===== config.mk =====
export PLATFORM = sky130hd
export DESIGN_NAME = nios_mult_pipe
export DESIGN_NICKNAME = d
export VERILOG_FILES = /design/src/rtl/nios_mult_pkg.sv /design/src/rtl/nios_mult_part.sv /design/src/rtl/nios_mult_pipe.sv
export SDC_FILE = /design/constraint.sdc
export NUM_CORES = 2
export LEC_CHECK = 0
export ABC_AREA = 1
export BUFFER_PORTS_ARGS = -buffer_cell sky130_fd_sc_hd__buf_2
export CAP_MARGIN = 40
export CELL_PAD_IN_SITES_DETAIL_PLACEMENT = 1
export CELL_PAD_IN_SITES_GLOBAL_PLACEMENT = 2
export CORE_MARGIN = 8
export CORE_UTILIZATION = 25
export CTS_BUF_LIST = sky130_fd_sc_hd__clkbuf_8
export DETAILED_ROUTE_END_ITERATION = 16
export PLACE_DENSITY_LB_ADDON = 0.1
export SLEW_MARGIN = 20
export SYNTH_ARGS = -nofsm -noshare
export SYNTH_HDL_FRONTEND = slang
export SYNTH_SLANG_ARGS = --single-unit
export TNS_END_PERCENT = 50

===== constraint.sdc =====
create_clock -name clk -period 17.8 [get_ports clk]
set_input_delay 0.89 -clock clk [delete_from_list [all_inputs] [get_ports clk]]
set_output_delay 0.89 -clock clk [all_outputs]
set_load 0.1 [all_outputs]

===== src/rtl/nios_mult_pkg.sv =====
// Shared definitions for the Nios M-stage multiply pipeline: mode encoding,
// fixed pipeline depth and the slice-count helper.
package nios_mult_pkg;

    localparam logic [1:0] MODE_MUL    = 2'd0;
    localparam logic [1:0] MODE_MULXSS = 2'd1;
    localparam logic [1:0] MODE_MULXSU = 2'd2;
    localparam logic [1:0] MODE_MULXUU = 2'd3;

    localparam int LATENCY = 3;

    function automatic int num_slices(input int data_w, input int part_w);
        return data_w / part_w;
    endfunction

endpackage


===== src/rtl/nios_mult_part.sv =====
// Registered unsigned PART_W x PART_W partial-product cell; one DSP multiplier
// with a hold enable and an asynchronous active-high clear.
module nios_mult_part #(
    parameter int PART_W = 16
) (
    input  logic                  clk,
    input  logic                  reset,
    input  logic                  en,
    input  logic [PART_W-1:0]     a,
    input  logic [PART_W-1:0]     b,
    output logic [2*PART_W-1:0]   p
);

    logic [2*PART_W-1:0] p_d, p_q;

    // NOTE: next state gets a full default before any condition, so no latch is
    // inferred; the flop below only ever uses non-blocking assignment.
    always_comb begin
        p_d = p_q;
        if (en) begin
            p_d = (2*PART_W)'(a) * (2*PART_W)'(b);
        end
    end

    always_ff @(posedge clk or posedge reset) begin
        if (reset) begin
            p_q <= '0;
        end else begin
            p_q <= p_d;
        end
    end

    assign p = p_q;

endmodule


===== src/rtl/nios_mult_pipe.sv =====
// Three-stage pipelined integer multiplier (mul/mulxss/mulxsu/mulxuu) with a
// valid/tag sideband, stall and flush, built from registered DSP slices.
module nios_mult_pipe
    import nios_mult_pkg::*;
#(
    parameter int DATA_W  = 32,
    parameter int PART_W  = 16,
    parameter int TAG_W   = 5,
    parameter int LATENCY = nios_mult_pkg::LATENCY
) (
    input  logic              clk,
    input  logic              reset,
    input  logic              stall,
    input  logic              flush,
    input  logic              in_valid,
    input  logic [1:0]        in_mode,
    input  logic [DATA_W-1:0] in_src1,
    input  logic [DATA_W-1:0] in_src2,
    input  logic [TAG_W-1:0]  in_tag,
    output logic              out_valid,
    output logic [DATA_W-1:0] out_result,
    output logic [TAG_W-1:0]  out_tag
);

    localparam int NS = num_slices(DATA_W, PART_W);
    localparam int PW = 2 * DATA_W;

    if (LATENCY != nios_mult_pkg::LATENCY || (DATA_W % PART_W) != 0) begin : g_bad_cfg
        $error("nios_mult_pipe: unsupported LATENCY or DATA_W not a multiple of PART_W");
    end

    logic advance;
    assign advance = ~stall;

    // S1: operands carry one extra sign bit so the slices stay unsigned.
    logic              valid1_d, valid1_q;
    logic [1:0]        mode1_d,  mode1_q;
    logic [TAG_W-1:0]  tag1_d,   tag1_q;
    logic [DATA_W:0]   a1_d,     a1_q;
    logic [DATA_W:0]   b1_d,     b1_q;

    logic              valid2_d, valid2_q;
    logic [1:0]        mode2_d,  mode2_q;
    logic [TAG_W-1:0]  tag2_d,   tag2_q;
    logic [DATA_W:0]   corr2_d,  corr2_q;
    logic [2*PART_W-1:0] part_p [NS*NS];

    logic              out_valid_d,  out_valid_q;
    logic [DATA_W-1:0] out_result_d, out_result_q;
    logic [TAG_W-1:0]  out_tag_d,    out_tag_q;
    logic [PW-1:0]     prod;

    always_comb begin
        valid1_d = valid1_q;
        mode1_d  = mode1_q;
        tag1_d   = tag1_q;
        a1_d     = a1_q;
        b1_d     = b1_q;
        if (advance) begin
            valid1_d = in_valid;
            mode1_d  = in_mode;
            tag1_d   = in_tag;
            a1_d     = {(in_mode == MODE_MULXSS || in_mode == MODE_MULXSU) & in_src1[DATA_W-1], in_src1};
            b1_d     = {(in_mode == MODE_MULXSS) & in_src2[DATA_W-1], in_src2};
        end
        if (flush) begin
            valid1_d = 1'b0;
        end
    end

    // A negative operand contributes -(other operand) << DATA_W; the sign*sign
    // term lands at 2^(2*DATA_W) and vanishes modulo the product width.
    always_comb begin
        valid2_d = valid2_q;
        mode2_d  = mode2_q;
        tag2_d   = tag2_q;
        corr2_d  = corr2_q;
        if (advance) begin
            valid2_d = valid1_q;
            mode2_d  = mode1_q;
            tag2_d   = tag1_q;
            corr2_d  = (a1_q[DATA_W] ? {1'b0, b1_q[DATA_W-1:0]} : '0)
                     + (b1_q[DATA_W] ? {1'b0, a1_q[DATA_W-1:0]} : '0);
        end
        if (flush) begin
            valid2_d = 1'b0;
        end
    end

    for (genvar i = 0; i < NS; i++) begin : g_row
        for (genvar j = 0; j < NS; j++) begin : g_col
            nios_mult_part #(.PART_W(PART_W)) u_part (
                .clk   (clk),
                .reset (reset),
                .en    (advance),
                .a     (a1_q[i*PART_W +: PART_W]),
                .b     (b1_q[j*PART_W +: PART_W]),
                .p     (part_p[i*NS+j])
            );
        end
    end

    always_comb begin
        prod = '0;
        for (int i = 0; i < NS; i++) begin
            for (int j = 0; j < NS; j++) begin
                prod = prod + (PW'(part_p[i*NS+j]) << ((i + j) * PART_W));
            end
        end
        prod = prod - (PW'(corr2_q) << DATA_W);
    end

    always_comb begin
        out_valid_d  = out_valid_q;
        out_result_d = out_result_q;
        out_tag_d    = out_tag_q;
        if (advance) begin
            out_valid_d = valid2_q;
            if (valid2_q && !flush) begin
                out_result_d = (mode2_q == MODE_MUL) ? prod[DATA_W-1:0] : prod[PW-1:DATA_W];
                out_tag_d    = tag2_q;
            end
        end
        if (flush) begin
            out_valid_d = 1'b0;
        end
    end

    always_ff @(posedge clk or posedge reset) begin
        if (reset) begin
            valid1_q     <= 1'b0;
            mode1_q      <= '0;
            tag1_q       <= '0;
            a1_q         <= '0;
            b1_q         <= '0;
            valid2_q     <= 1'b0;
            mode2_q      <= '0;
            tag2_q       <= '0;
            corr2_q      <= '0;
            out_valid_q  <= 1'b0;
            out_result_q <= '0;
            out_tag_q    <= '0;
        end else begin
            valid1_q     <= valid1_d;
            mode1_q      <= mode1_d;
            tag1_q       <= tag1_d;
            a1_q         <= a1_d;
            b1_q         <= b1_d;
            valid2_q     <= valid2_d;
            mode2_q      <= mode2_d;
            tag2_q       <= tag2_d;
            corr2_q      <= corr2_d;
            out_valid_q  <= out_valid_d;
            out_result_q <= out_result_d;
            out_tag_q    <= out_tag_d;
        end
    end

    assign out_valid  = out_valid_q;
    assign out_result = out_result_q;
    assign out_tag    = out_tag_q;

endmodule


Yosys cells after proc, flatten, opt, wreduce, memory -nomap -nowiden
Cells that the tools add are included.

word-level totals
  bits of input ports = 76
  logic and storage cells = 45
  register bits after elaboration = 280
  output and inout bits = 38

cells by class
  multipliers = 4
  reduce and logical (&&, ||, !) cells = 5
  mux-type cells = 9
  bitwise logic cells = 3
  add/subtract/negate cells = 5
  equal/unequal tests = 3

operator list
  operator            number
  $mul 16x16->32      4
  $mux 32             3
  $add 50x64->64      1
  $sub 64x64->64      1
  $add 49x48->50      1
  $add 32x48->49      1
  $add 32x32->32      1
  $mux 1              6
  $and 1x1->1         2
  $eq 2x1->1 const B  1
  $eq 2x2->1 const B  1
  $logic_not 2->1     1
  $ne 2x1->1 const B  1
  $reduce_and 2->1    1
  $logic_and 1x1->1   1
  $logic_not 1->1     1
  $logic_or 1x1->1    1
  $not 1->1           1

Logic depth before layout (Yosys ltp)
  word-level depth = 5
  gate-level depth with buffers = 29
  gate-level depth less buffers = 27

Modules after synthesis
From an unflattened synthesis, not the netlist that was laid out.

second synthesis, totals
  cell total of the unflattened synthesis = 8620
  area, all modules = 59070.4 um^2

modules (own cells, without submodules)
  module                                      sequential area each (um^2)  times used  area an instance (um^2)  cells an instance
  nios_mult_pipe                              3803.6                       1           16405.7                  2667
  nios_mult_part at g_row[1].g_col[0].u_part  800.8                        1           10705.3                  1487
  nios_mult_part at g_row[0].g_col[1].u_part  800.8                        1           10671.5                  1487
  nios_mult_part at g_row[1].g_col[1].u_part  800.8                        1           10647.7                  1487
  nios_mult_part at g_row[0].g_col[0].u_part  800.8                        1           10640.2                  1492

Least setup slack after synthesis
No wires, ideal clock.

  kind = reg2reg
  start point = register a1_q[23]
  end point = register g_row[1].g_col[0].u_part.p_q[16]
  period minus slack after synthesis = 5440 ps
  path slack = 12360 ps
  path buffers = 2
  data arrival time = 5307 ps
  stages on the path, launching flop included = 24
  setup time = 133 ps
  data required time = 17667 ps
  path through = dfrtp_1 clkbuf_1 clkbuf_1 nand2_1 fa_1 inv_1 fa_1 inv_1 fa_1 inv_1 fa_1 fa_1 inv_1 fa_1 inv_1 ha_1 nand2_1 inv_1 a21oi_1 o21ai_0 a21o_1 or2_2 nand3_1 o21ai_0

on the way
  longest elaborated chain between the ends = 1

ends and longest elaborated chain
  what                    RTL line               source
  start, declared         nios_mult_pipe.sv:39   logic [DATA_W:0] a1_d, a1_q;
  start signal, assigned  nios_mult_pipe.sv:134  a1_q <= '0;
  start signal, assigned  nios_mult_pipe.sv:147  a1_q <= a1_d;
  $mul 16x16->32          nios_mult_part.sv:21   p_d = (2*PART_W)'(a) * (2*PART_W)'(b);
  end signal, assigned    nios_mult_part.sv:29   p_q <= p_d;
  end, declared           nios_mult_part.sv:14   logic [2*PART_W-1:0] p_d, p_q;

No other way between the ends.
A chain may end at the register's enable or synchronous reset.

Final worst setup path
  start point = register a1_q[19]
  end point = register g_row[1].g_col[0].u_part.p_q[29]

The elaborated chain is that of the path after synthesis.

==> run metrics <==
status finished, final reports clean; Wirelength per Cell 21.54 µm; # clock sinks 280; Async S/R FF share, synth 100.0%; dpl hpwl 186600 µm; GP Congestion 0.8135; Max-Cap Viols 0; # H-tree levels 3; Root Buffer clkbuf_8; Final Cycle Share 37.91%; Syn Inst Count 8085; Worst-path clk slew 0.06 ns; CORE AREA 0.2273 mm²; DRC violation count after routing 0; commonest cells after routing, fill and taps aside nand2_1, inv_1, fa_1; share of layout cells above drive strength 1 6.190%; vias in the first global route 54490; Crit Path Max Fanout 23; Placed Cells 10960; initial antenna violation count 8; Setup Fix Bufs, Post-CTS 0; CTS max path bufs 3; PortBufs 113; detailed-route via count 49020; Non-Filler Instances 11090; final setup fails 0; worst-margin pin slew 0.7969 ns; Yosys warnings 0; GRT overflow 0; CP endpoint kind flop; min Tclk post-route 6.749 ns; post-synthesis register bit count 280; FMAX 148.2 MHz; HP Class in -> async; Synth Area per Inst 7.062 µm²; DR vias/cell 4.420; first-pass iteration count of the detailed router 5; Max Clock Skew 0.06894 ns; Starting Density 25.12%; Post-synth EDFFs 0; Main synth FF type dfrtp_1; die area 0.2439 mm²; post-synthesis sequential area ratio 12.27%; Post-Syn Area 0.05709 mm²; I/O pin total 114; largest net degree at the start of global routing 104; reg2reg start a1_q[19]; post_cts resized 0; Nets 9503; Max-slew headroom 46.87%; final hold vios 0; Die Ht 493.9 µm; die width 493.9 µm; CTS tree built; row cnt 175; first-pass GRT wire length 359800 µm; antenna-violating nets left 0; RSZ-0062 raised after global routing false; CP startpoint kind flop; Total GRT Usage 19.62%; synth unique cells 49; P&R area growth vs syn 9.351%; WS Path Type reg -> reg; Num CTS Buffers 71; Pins Over Slew Limit 0; clk_lat worst skew 0.78 ns; CP arrival 7.37 ns; TNS Setup 0 ns; Crit. Startpoint a1_q[19]; fill count 28050; critical path required time 18.42 ns; wirelength, routed 239000 µm; hold_buf cts 0; Net Count, Synth 9556; most common cell after layout, fill and taps aside nand2_1; Detailed Route Iter0 Violations 2118
-- registers in the layout (all words and copies together), names as in the netlist --
register              count
out_tag                   5
b1_q                     33
mode1_q                   2
valid2_q                  1
valid1_q                  1
tag1_q                    5
out_valid                 1
a1_q                     33
corr2_q                  32
tag2_q                    5
g_row.g_col.u_part.p    128
mode2_q                   2
out_result               32
-- layer usage --
layer | wire length (µm) | vias up | GRT usage, %
met2 | 106300 | 609 | 31.87
met5 | 13 | - | 0
met3 | 7766 | 159 | 2.067
li1 | - | 23500 | -
met4 | 4505 | 2 | 3.755
met1 | 120400 | 24750 | 28.37
-- synthesized netlist by cell type, types with 41 or more instances --
library cell / n / share of area [%]
inv_1: 2096 / 14
clkbuf_1: 308 / 2.0
fa_1: 825 / 29
or2_2: 67 / 0.73
nand4_1: 41 / 0.45
nand3_1: 245 / 2.1
a21oi_1: 252 / 2.2
nand2_1: 2506 / 16
ha_1: 570 / 12
dfrtp_1: 280 / 12
nor2_1: 282 / 1.9
o21ai_0: 223 / 2.0
-- final timing paths --
path | endpoint | slack (ns) | cells after the start
worst max-delay path | g_row[1].g_col[0].u_part.p[29] | 11.05 | 20
worst min-delay path | g_row[0].g_col[0].u_part.p[17] | 0.25 | 2
worst max register to register | g_row[1].g_col[0].u_part.p[29] | 11.05 | 20
worst min register to register | out_tag[1] | 0.45 | 2
max in group asynchronous | a1_q[16] | 15.13 | 8
min in group clk | b1_q[26] | 0.32 | 3
-- per-stage QoR --
| stage | setup slack (ns) | area, µm² | hold WS [ns] | utilization, % |
|---|---|---|---|---|
| final | 11.05 | 62430 | 0.2496 | 27.47 |
| after global routing | 10.80 | 62420 | 0.2475 | 27.47 |
| after CTS | 11.05 | 62330 | 0.1575 | 27.42 |
| after detailed placement | 11.11 | 60930 | 0.4618 | 26.81 |
| after global placement | 11.12 | 60810 | 0.4497 | 26.76 |
| after floorplan | 9.188 | 57090 | 0.4422 | - |
-- cell type report --
cell class	instances	area, µm²	area share [%]
Inverter	2113	7946	12.73
Clock buffer	84	1156	1.852
Tap cell	3009	3765	6.030
Timing Repair Buffer	203	1398	2.239
Sequential cell	280	7012	11.23
Multi-Input combinational cell	5363	40900	65.51
Clock inverter	35	244.0	0.3908
Antenna cell	4	10.01	0.01603
-- critical path: stages, from the launching register on --
cell	delay (ns)
dfrtp_1	0.81
buf_4	0.50
nand2_1	0.14
fa_1	0.56
fa_1	0.46
fa_1	0.37
inv_1	0.08
fa_1	0.43
fa_1	0.50
inv_1	0.05
fa_1	0.49
inv_1	0.05
ha_1	0.37
a21oi_1	0.37
o21ai_0	0.28
a31oi_1	0.40
inv_1	0.08
a21oi_1	0.17
nand3_1	0.10
nand3_1	0.19
o21ai_1	0.09
-- kinds of logic (layout without fill, tap and decap cells) --
family | Yosys count | after routing | share of synthesized area (%)
compound gates | 620 | 620 | 5.959
flops | 280 | 280 | 12.27
simple gates | 3314 | 3314 | 23.73
other cells | 0 | 4 | 0
fa+ha+maj | 1395 | 1395 | 41.42
xor+xnor | 34 | 34 | 0.5216
buf+inv | 2442 | 2435 | 16.10
Power is not shown: default switching activity piles up to over one toggle a cycle in this logic, so the estimate is an artifact.
